## config.mk

```make
export PLATFORM = sky130hd
export DESIGN_NAME = serial_subtractor_flat
export DESIGN_NICKNAME = d
export VERILOG_FILES = /design/src/rtl/serial_subtractor_if.sv /design/src/rtl/serial_subtractor.sv /design/src/flat_wrapper.sv
export SDC_FILE = /design/constraint.sdc
export NUM_CORES = 1
export LEC_CHECK = 0
export ABC_AREA = 1
export CAP_MARGIN = 10
export CORE_MARGIN = 3
export CORE_UTILIZATION = 40
export DETAILED_ROUTE_END_ITERATION = 12
export PLACE_DENSITY = 0.66
export SLEW_MARGIN = 15
export SYNTH_ARGS = -nofsm -noshare
export SYNTH_HDL_FRONTEND = slang
export SYNTH_SLANG_ARGS = --single-unit
```

## constraint.sdc

```tcl
create_clock -name clk -period 3.1 [get_ports clk]
set_input_delay 0.62 -clock clk [delete_from_list [all_inputs] [get_ports clk]]
set_output_delay 0.62 -clock clk [all_outputs]
set_load 0.05 [all_outputs]
```

## src/rtl/serial_subtractor_if.sv

```systemverilog
// Start/done handshake and operand/result bundle for serial_subtractor.
interface serial_subtractor_if #(
    parameter int unsigned WIDTH = 8
);
    logic             start;
    logic [WIDTH-1:0] a;
    logic [WIDTH-1:0] b;
    logic             bin;
    logic             busy;
    logic             done;
    logic [WIDTH-1:0] diff;
    logic             borrow;
    logic             zero;

    modport master (
        output start, a, b, bin,
        input  busy, done, diff, borrow, zero
    );

    modport slave (
        input  start, a, b, bin,
        output busy, done, diff, borrow, zero
    );
endinterface

```

## src/rtl/serial_subtractor.sv

```systemverilog
// Multi-cycle subtractor: diff = a - b - bin, DIGIT bits per clock, LSB first,
// with a registered borrow chained between digits.
module serial_subtractor #(
    parameter int unsigned WIDTH = 8,
    parameter int unsigned DIGIT = 1
) (
    input  logic               clk,
    input  logic               rst,
    serial_subtractor_if.slave bus
);
    localparam int unsigned N  = WIDTH / DIGIT;
    localparam int unsigned CW = (N > 1) ? $clog2(N) : 1;

    if (WIDTH % DIGIT != 0) begin : g_bad_digit
        $error("serial_subtractor: WIDTH must be a multiple of DIGIT");
    end

    typedef enum logic [1:0] {S_IDLE, S_RUN, S_DONE} state_t;

    state_t           state_q, state_d;
    logic [CW-1:0]    cnt_q, cnt_d;
    logic [WIDTH-1:0] a_q, a_d, b_q, b_d, wd_q, wd_d, diff_q, diff_d;
    logic             br_q, br_d, borrow_q, borrow_d, zero_q, zero_d;
    logic             busy_q, busy_d, done_q, done_d;

    logic [DIGIT-1:0] a_dig, b_dig, d_dig;
    logic [DIGIT:0]   rb;
    logic [WIDTH-1:0] wd_next;

    // Ripple of full-subtractor cells over the current digit
    always_comb begin
        a_dig   = a_q[32'(cnt_q) * DIGIT +: DIGIT];
        b_dig   = b_q[32'(cnt_q) * DIGIT +: DIGIT];
        rb      = '0;
        d_dig   = '0;
        rb[0]   = br_q;
        for (int i = 0; i < DIGIT; i++) begin
            d_dig[i]  = a_dig[i] ^ b_dig[i] ^ rb[i];
            rb[i + 1] = (~a_dig[i] & b_dig[i]) | (~(a_dig[i] ^ b_dig[i]) & rb[i]);
        end
        wd_next = wd_q;
        wd_next[32'(cnt_q) * DIGIT +: DIGIT] = d_dig;
    end

    always_comb begin
        state_d  = state_q;
        cnt_d    = cnt_q;
        a_d      = a_q;
        b_d      = b_q;
        br_d     = br_q;
        wd_d     = wd_q;
        diff_d   = diff_q;
        borrow_d = borrow_q;
        zero_d   = zero_q;
        unique case (state_q)
            S_IDLE: begin
                if (bus.start) begin
                    a_d     = bus.a;
                    b_d     = bus.b;
                    br_d    = bus.bin;
                    cnt_d   = '0;
                    wd_d    = '0;
                    state_d = S_RUN;
                end
            end
            S_RUN: begin
                wd_d  = wd_next;
                br_d  = rb[DIGIT];
                cnt_d = cnt_q + CW'(1);
                // Result registers only move on the edge into DONE
                if (cnt_q == CW'(N - 1)) begin
                    state_d  = S_DONE;
                    cnt_d    = '0;
                    diff_d   = wd_next;
                    borrow_d = rb[DIGIT];
                    zero_d   = (wd_next == '0);
                end
            end
            S_DONE:  state_d = S_IDLE;
            default: state_d = S_IDLE;
        endcase
        busy_d = (state_d != S_IDLE);
        done_d = (state_d == S_DONE);
    end

    always_ff @(posedge clk or posedge rst) begin
        if (rst) begin
            state_q  <= S_IDLE;
            cnt_q    <= '0;
            a_q      <= '0;
            b_q      <= '0;
            br_q     <= 1'b0;
            wd_q     <= '0;
            diff_q   <= '0;
            borrow_q <= 1'b0;
            zero_q   <= 1'b0;
            busy_q   <= 1'b0;
            done_q   <= 1'b0;
        end else begin
            state_q  <= state_d;
            cnt_q    <= cnt_d;
            a_q      <= a_d;
            b_q      <= b_d;
            br_q     <= br_d;
            wd_q     <= wd_d;
            diff_q   <= diff_d;
            borrow_q <= borrow_d;
            zero_q   <= zero_d;
            busy_q   <= busy_d;
            done_q   <= done_d;
        end
    end

    assign bus.busy   = busy_q;
    assign bus.done   = done_q;
    assign bus.diff   = diff_q;
    assign bus.borrow = borrow_q;
    assign bus.zero   = zero_q;
endmodule

```

## src/flat_wrapper.sv

```systemverilog
// flat-port wrapper written by rule: the top's interface ports become plain ports
module serial_subtractor_flat 
#(
    parameter int unsigned WIDTH = 8,
    parameter int unsigned DIGIT = 1
)
  (clk, rst, bus_start, bus_a, bus_b, bus_bin, bus_busy, bus_done, bus_diff, bus_borrow, bus_zero);
  serial_subtractor_if #(.WIDTH(WIDTH)) bus_i ();
  input  logic clk;
  input  logic rst;
  input wire logic [$bits(bus_i.start)-1:0] bus_start;
  input wire logic [$bits(bus_i.a)-1:0] bus_a;
  input wire logic [$bits(bus_i.b)-1:0] bus_b;
  input wire logic [$bits(bus_i.bin)-1:0] bus_bin;
  output wire logic [$bits(bus_i.busy)-1:0] bus_busy;
  output wire logic [$bits(bus_i.done)-1:0] bus_done;
  output wire logic [$bits(bus_i.diff)-1:0] bus_diff;
  output wire logic [$bits(bus_i.borrow)-1:0] bus_borrow;
  output wire logic [$bits(bus_i.zero)-1:0] bus_zero;
  assign bus_i.start = bus_start;
  assign bus_i.a = bus_a;
  assign bus_i.b = bus_b;
  assign bus_i.bin = bus_bin;
  assign bus_busy = bus_i.busy;
  assign bus_done = bus_i.done;
  assign bus_diff = bus_i.diff;
  assign bus_borrow = bus_i.borrow;
  assign bus_zero = bus_i.zero;
  serial_subtractor #(.WIDTH(WIDTH), .DIGIT(DIGIT)) u_core (.clk(clk), .rst(rst), .bus(bus_i));
endmodule
```

==> results of run 1 <==
-- worst max-delay path, stage by stage (launching register included) --
cell,delay (ns)
dfrtp_1,0.52
inv_1,0.26
o21ai_0,0.22
o22ai_1,0.09
nand2_1,0.06
nand2_1,0.07
fa_1,0.53
inv_1,0.07
nor2_1,0.12
nand3_1,0.10
nand2_1,0.10
nand2_1,0.09
nand3_1,0.10
nor2_1,0.05
nand2_1,0.05
nand2_1,0.04
-- power by group through the flow --
stage	clock, mW	combinational [mW]	sequential (mW)
floorplan	0	1.06	1.16
detailed placement	0	1.63	0.960
global route	0.389	1.85	0.979
finish	0.349	1.62	0.945
global placement	0	1.61	0.949
CTS	0.360	1.64	0.949
-- stage by stage --
| stage | area [sq um] | utilization [%] | worst slack, ns | hold slack [ns] |
|---|---|---|---|---|
| 6_report | 2542 | 51.77 | 0.5295 | 0.4892 |
| 4_1_cts | 2542 | 51.77 | 0.5263 | 0.4923 |
| 2_1_floorplan | 2107 | - | 0.8201 | 0.4739 |
| 3_3_place_gp | 2456 | 50.01 | 0.6140 | 0.4691 |
| 3_5_place_dp | 2456 | 50.01 | 0.5629 | 0.4722 |
| 5_1_grt | 2542 | 51.77 | 0.1950 | 0.5203 |
-- final timing paths --
path                                     from                  to  slack (ns)  cells past startpoint
setup / recovery              u_core.cnt_q[0]     u_core.bus.zero        0.53                     15
hold / removal             u_core.bus.diff[4]  u_core.bus.diff[4]        0.49                      2
setup reg to reg              u_core.cnt_q[0]     u_core.bus.zero        0.53                     15
hold reg to reg            u_core.bus.diff[4]  u_core.bus.diff[4]        0.49                      2
max in group asynchronous                 rst      u_core.wd_q[2]        2.00                      3
min in group asynchronous                 rst       u_core.b_q[1]        0.74                      3
-- flip-flops by register name, indices dropped and copies added, names as in the netlist --
signal and cells:
u_core.bus.busy 1, u_core.bus.diff 8, u_core.cnt_q 3, u_core.state_q 2
u_core.wd_q 8, u_core.bus.zero 1, u_core.a_q 8, u_core.br_q 1
u_core.bus.borrow 1, u_core.b_q 8, u_core.bus.done 1
-- kinds of logic after synthesis --
kind of cell | after synthesis | synth area share (%)
muxes | 13 | 6.948
buffers and inverters | 36 | 8.017
DFF | 42 | 49.88
adders and majority gates | 8 | 5.107
and+or+nand+nor | 91 | 19.12
AOI/OAI and AO/OA | 42 | 10.93
-- layer usage --
metal  share of wire (%)  vias to the layer above  routed length (microns)
li1                    -                      828                        -
met1                  45                      731                     1804
met2                  48                       35                     1935
met3                 4.4                        7                      175
met4                 2.5                        0                       99
met5                   0                        -                        0
-- area by class of cell --
type / instances / area [sq um] / area share (%)
clock inverters: 2 / 13.76 / 0.5413
well taps: 67 / 83.83 / 3.297
flip-flops and latches: 42 / 1051 / 41.34
inverters: 27 / 101.3 / 3.986
multi-input cells: 154 / 887.1 / 34.89
clock buffers: 6 / 72.57 / 2.854
repair buffers: 34 / 332.8 / 13.09
-- synth_stat cells (2+ instances only) --
cell	n
inv_1	25
nor2_4	3
inv_2	2
o21ai_0	21
nor2_1	18
nand3_1	12
a21oi_1	8
nand2_1	50
buf_2	6
o22ai_1	10
mux2_2	13
ha_1	7
nand4_1	4
dfrtp_1	42
==> metrics, run 1 <==
Placeable Area=4911 sq um; flops & latches, synth=42; power per standard cell area=1146 nW/um^2; Avg WL per Cell=12.09 microns; DP HPWL=2955 microns; CTS Buf Count=5; die outline height=78.58 microns; via count=1601; EDFF count, synth=0; syn_nets=260; antenna violations before repair=0; Resized Gates After CTS=0; final net count=292; Pint=1.545 mW; 1st-pass router iterations=4; DRC=0; Starting Density=42.90%; Mapped Area=2107 sq um; Std-Cell Rows=25; clock power share=12.0%; crit share post-route=82.92%; RSZ-0062 raised after global routing=false; WP data arrival=2.76 ns; Worst Path Required=3.29 ns; port buffer count=31; Comb pwr share=55.6%; Hold Fails Final Rpt=0; Global Route Usage Sum=15.11%; die area=6174 sq um; share of the synthesized area in the top cell type=49.88%; clk sinks=42; Slew HR=65.70%; Remaining Overflow, GRT=0; sequential share of the synthesized area=49.88%; Fin Setup TNS=0 ns; final WL=4014 microns; GR Layer Usage met3=3.670%; Static Leak=1.203 nW; first-pass GRT wire length=7320 microns; Worst Setup Path Type=reg2reg; Synth area leader=dfrtp_1; Final Non-Filler Cells=332; CTS tree=done; Synth Flop Type=dfrtp_1; synthesized area per cell=9.082 sq um; Area contributors post-synth=dfrtp_1, nand2_1, mux2_2; number of routed nets with antenna violations=0; yosys warns=0; antenna fix cells=0; Layout Skew=0.01138 ns; Vias/cell=4.822; H-tree Lvls=2; Clk Latency, worst-skew pair=0.30 ns; worst hold path type=reg2reg; Crit. End Element=flip-flop; dpl cells=324; Least-Margin Pin Slew=0.5129 ns; Max-Cap Viols=0; Reg power frac=32.4%; initial DRC count=90; Top Usage Layer GRT=met2; Async S/R FF share, synth=100.0%; CTS root buffer=clkbuf_8; Clock Tree Buf Depth=2; met1 Usage GRT=18.42%; Final min period=2.571 ns; Routability Congestion=0.8233; area grow syn2layout=20.67%; fin. max-slew vios=0; clk slew on worst S/H paths=0.08 ns; largest net degree at the start of global routing=43; # fillers=476; share of layout cells above drive strength 1=12.08%; final setup violation count=0; # hold bufs at CTS=0; Die X-Extent=78.58 microns; commonest cells after routing, fill and taps aside=nand2_1, dfrtp_1, clkdlybuf4s50_1, inv_1, o21ai_0; maximum vdd ir drop=0.4213 mV; Cell variety after synth=25; post-CTS setup buffers=0; Sw Pwr=1.368 mW; vias in the first global route=1619; Fmax=389.0 MHz; met2 GRT Util=25.21%; startpoint types=flip-flop; switch share=46.96%; CP max FO=13; outcome=complete, no violations; cell count after synthesis=232; I/O Pins=32; total power=2.913 mW; most frequent standard cell in the layout excluding fill and tap cells=nand2_1
Power figures use the tool's default switching activity.
==> run 2, diff against run 1 <==
==> constraint.sdc (replaced) <==
create_clock -name clk -period 2.66 [get_ports clk]
set_input_delay 0.532 -clock clk [delete_from_list [all_inputs] [get_ports clk]]
set_output_delay 0.532 -clock clk [all_outputs]
set_load 0.05 [all_outputs]
==> run 2 against run 1 <==
Net effect:
- fmax grew 11%
- routed wire length grew 5.2%
- largest cell class unchanged
- critical path depth is the same
- design area grew 0.98%
- sequential share of layout area shrank 0.35 points
- total power grew 19%
- register-to-register slack lost 0.19 ns
- critical endpoint unchanged
- sequential power grew 15%
- highest routed layer unchanged
==> metrics, run 2 (synthesis gave the netlist of run 1 again) <==
Max-Cap Viols=0 (unchanged); CP max stage delay=0.52 ns (about the same); post-placement cell area=2471 sq um (+0.61%); hold-critical path depth=2 (unchanged); # fillers=484 (+1.7%); largest net degree at the start of global routing=43 (unchanged); Std-Cell Rows=25 (unchanged); post-CTS setup buffers=0 (unchanged); clk slew on worst S/H paths=0.08 ns (about the same); outcome=complete, no violations; antenna fix cells=0 (unchanged); Least-Margin Pin Slew=0.5062 ns (-0.006685 ns); Avg WL per Cell=12.64 microns (+4.6%); Starting Density=42.90% (unchanged); Static Leak=1.213 nW (+0.87%); CTS tree=done; CP Cell Sequence=buf_4 -> a21oi_1 -> o21ai_0 -> o21ai_0 -> o21ai_0 -> fa_1 -> inv_1 -> nor2_1 -> nand3_1 -> nand2_1 -> nand2_1 -> nand2_1 -> nor2_1 -> nand2_1 -> nand2_1; clock power share=12.4% (+0.4 points); port buffer count=31 (unchanged); startpoint types=flip-flop; Seq. cell area=1052 sq um (+0.12%); commonest cells after routing, fill and taps aside=nand2_1, dfrtp_1, clkdlybuf4s50_1, inv_1, o21ai_0; fin. max-slew vios=0 (unchanged); first-pass GRT wire length=7514 microns (+2.7%); final setup violation count=0 (unchanged); number of routed nets with antenna violations=0 (unchanged); Crit Reg-Reg Startpoint=u_core.cnt_q[0]; Remaining Overflow, GRT=0 (unchanged); Worst Hold Launch=u_core.bus.diff[5]; crit share post-route=87.10% (+4.2 points); crit path from=u_core.cnt_q[0]; maximum vdd ir drop=0.4220 mV (+0.17%); footprint of the multi-input gates=887.1 sq um (unchanged); R2R depth=15 (unchanged); final WL=4223 microns (+5.2%); Worst Path Required=2.86 ns (-0.43 ns); Die X-Extent=78.58 microns (unchanged); Global Route Usage Sum=15.23% (+0.12 points); Sw Pwr=1.630 mW (+19%); H-tree Lvls=2 (unchanged); via count=1645 (+2.7%); Slew HR=66.15% (+0.45 points); Reg power frac=31.4% (-1.0 points); Fmax=431.6 MHz (+11%); Routability Congestion=0.8242 (+0.11%); share of layout cells above drive strength 1=13.48% (+1.4 points); worst hold path type=reg2reg; CP max FO=10 (-3); clk sinks=42 (unchanged); antenna violations before repair=0 (unchanged); Final min period=2.317 ns (-0.2536 ns); 1st-pass router iterations=4 (unchanged); most frequent standard cell in the layout excluding fill and tap cells=nand2_1; Fin Setup TNS=0 ns (unchanged); Clock Tree Buf Depth=2 (unchanged); die outline height=78.58 microns (unchanged); Clk Latency, worst-skew pair=0.30 ns (about the same); I/O Pins=32 (unchanged); most frequent CP cell=nand2_1; Placeable Area=4911 sq um (unchanged); fin area=2567 sq um (+0.98%); Final Non-Filler Cells=334 (+0.60%); Layout Skew=0.006681 ns (-0.004700 ns); Comb pwr share=56.2% (+0.6 points); RSZ-0062 raised after global routing=false; die area=6174 sq um (unchanged); switch share=46.87% (-0.084 points); initial DRC count=52 (-42%); CTS Buf Count=5 (unchanged); Pint=1.848 mW (+20%); Vias/cell=4.925 (+2.1%); DRC=0 (unchanged); area grow syn2layout=21.85%; dpl cells=326 (+0.62%); final net count=294 (+0.68%); CTS root buffer=clkbuf_8; WP data arrival=2.52 ns (-0.24 ns); vias in the first global route=1638 (+1.2%); Worst path slowest cell=fa_1; Hold Fails Final Rpt=0 (unchanged); Crit. End Element=flip-flop; DP HPWL=3133 microns (+6.0%); power per standard cell area=1355 nW/um^2 (+18%); Worst Setup Path Type=reg2reg
-- run 2: critical path: cells and delay by family, from the launching register on --
family | cells | cell delay [ns]
flip-flops | 1 | 0.41
AND/OR/NAND/NOR | 8 | 0.63
AO/OA/AOI/OAI | 4 | 0.41
buffers and inverters | 2 | 0.25
adder cells (fa/ha/maj) | 1 | 0.52
-- run 2: stage by stage --
step           power [mW]  hold slack, ns  util (%)  setup WS, ns
3_5_place_dp        3.061          0.4768     50.32        0.3178
2_1_floorplan       2.593          0.4739         -        0.3801
4_1_cts             3.504          0.4972     52.25        0.3110
5_1_grt             3.798          0.5176     52.28       0.06165
6_report            3.478          0.4902     52.28        0.3431
3_3_place_gp        3.016          0.4673     50.32        0.3707
-- run 2: metal layers --
layer	routed length [microns]	share of wire (%)	global-route usage, %	vias to the layer above
met5	0	0	0	-
met4	82	1.9	5.420	0
met3	174	4.1	3.899	10
met2	2030	48	25.38	33
met1	1935	46	19.05	776
li1	-	-	-	826
-- run 2: path summary, 6_finish.rpt --
path                                 endpoint  slack, ns
setup / recovery              u_core.bus.zero       0.34
max in group asynchronous     u_core.cnt_q[1]       1.64
min in group asynchronous      u_core.wd_q[0]       0.65
setup reg to reg              u_core.bus.zero       0.34
hold / removal             u_core.bus.diff[5]       0.49
hold reg to reg            u_core.bus.diff[5]       0.49
-- run 2: final cells by class --
type,count,share of cell area (%)
multi-input cells,154,34.55
clock inverters,2,0.4873
inverters,27,3.947
well taps,67,3.265
clock buffers,6,3.216
repair buffers,36,13.55
flip-flops and latches,42,40.98
-- run 2: power by group through the flow --
| stage | Combinational (mW) | Sequential [mW] | Clock [mW] |
|---|---|---|---|
| global placement | 1.92 | 1.09 | 0 |
| CTS | 1.97 | 1.09 | 0.446 |
| floorplan | 1.24 | 1.36 | 0 |
| detailed placement | 1.95 | 1.11 | 0 |
| global route | 2.20 | 1.13 | 0.472 |
| finish | 1.95 | 1.09 | 0.432 |
-- run 2: timing repair --
| item | 4_1_cts | 5_1_grt |
|---|---|---|
| hold buffers | 0 | 0 |
| endpoints found under the setup margin | 0 | 2 |
| resized for setup | 0 | 1 |
==> run 3, diff against run 2 <==
--- a/config.mk
+++ b/config.mk
@@ -6,7 +6,6 @@
 export NUM_CORES = 1
 export LEC_CHECK = 0
 export ABC_AREA = 1
-export CAP_MARGIN = 10
 export CORE_MARGIN = 3
 export CORE_UTILIZATION = 40
 export DETAILED_ROUTE_END_ITERATION = 12
==> results of run 3 <==
Final layout, timing and power as in run 2 (identical DEF).
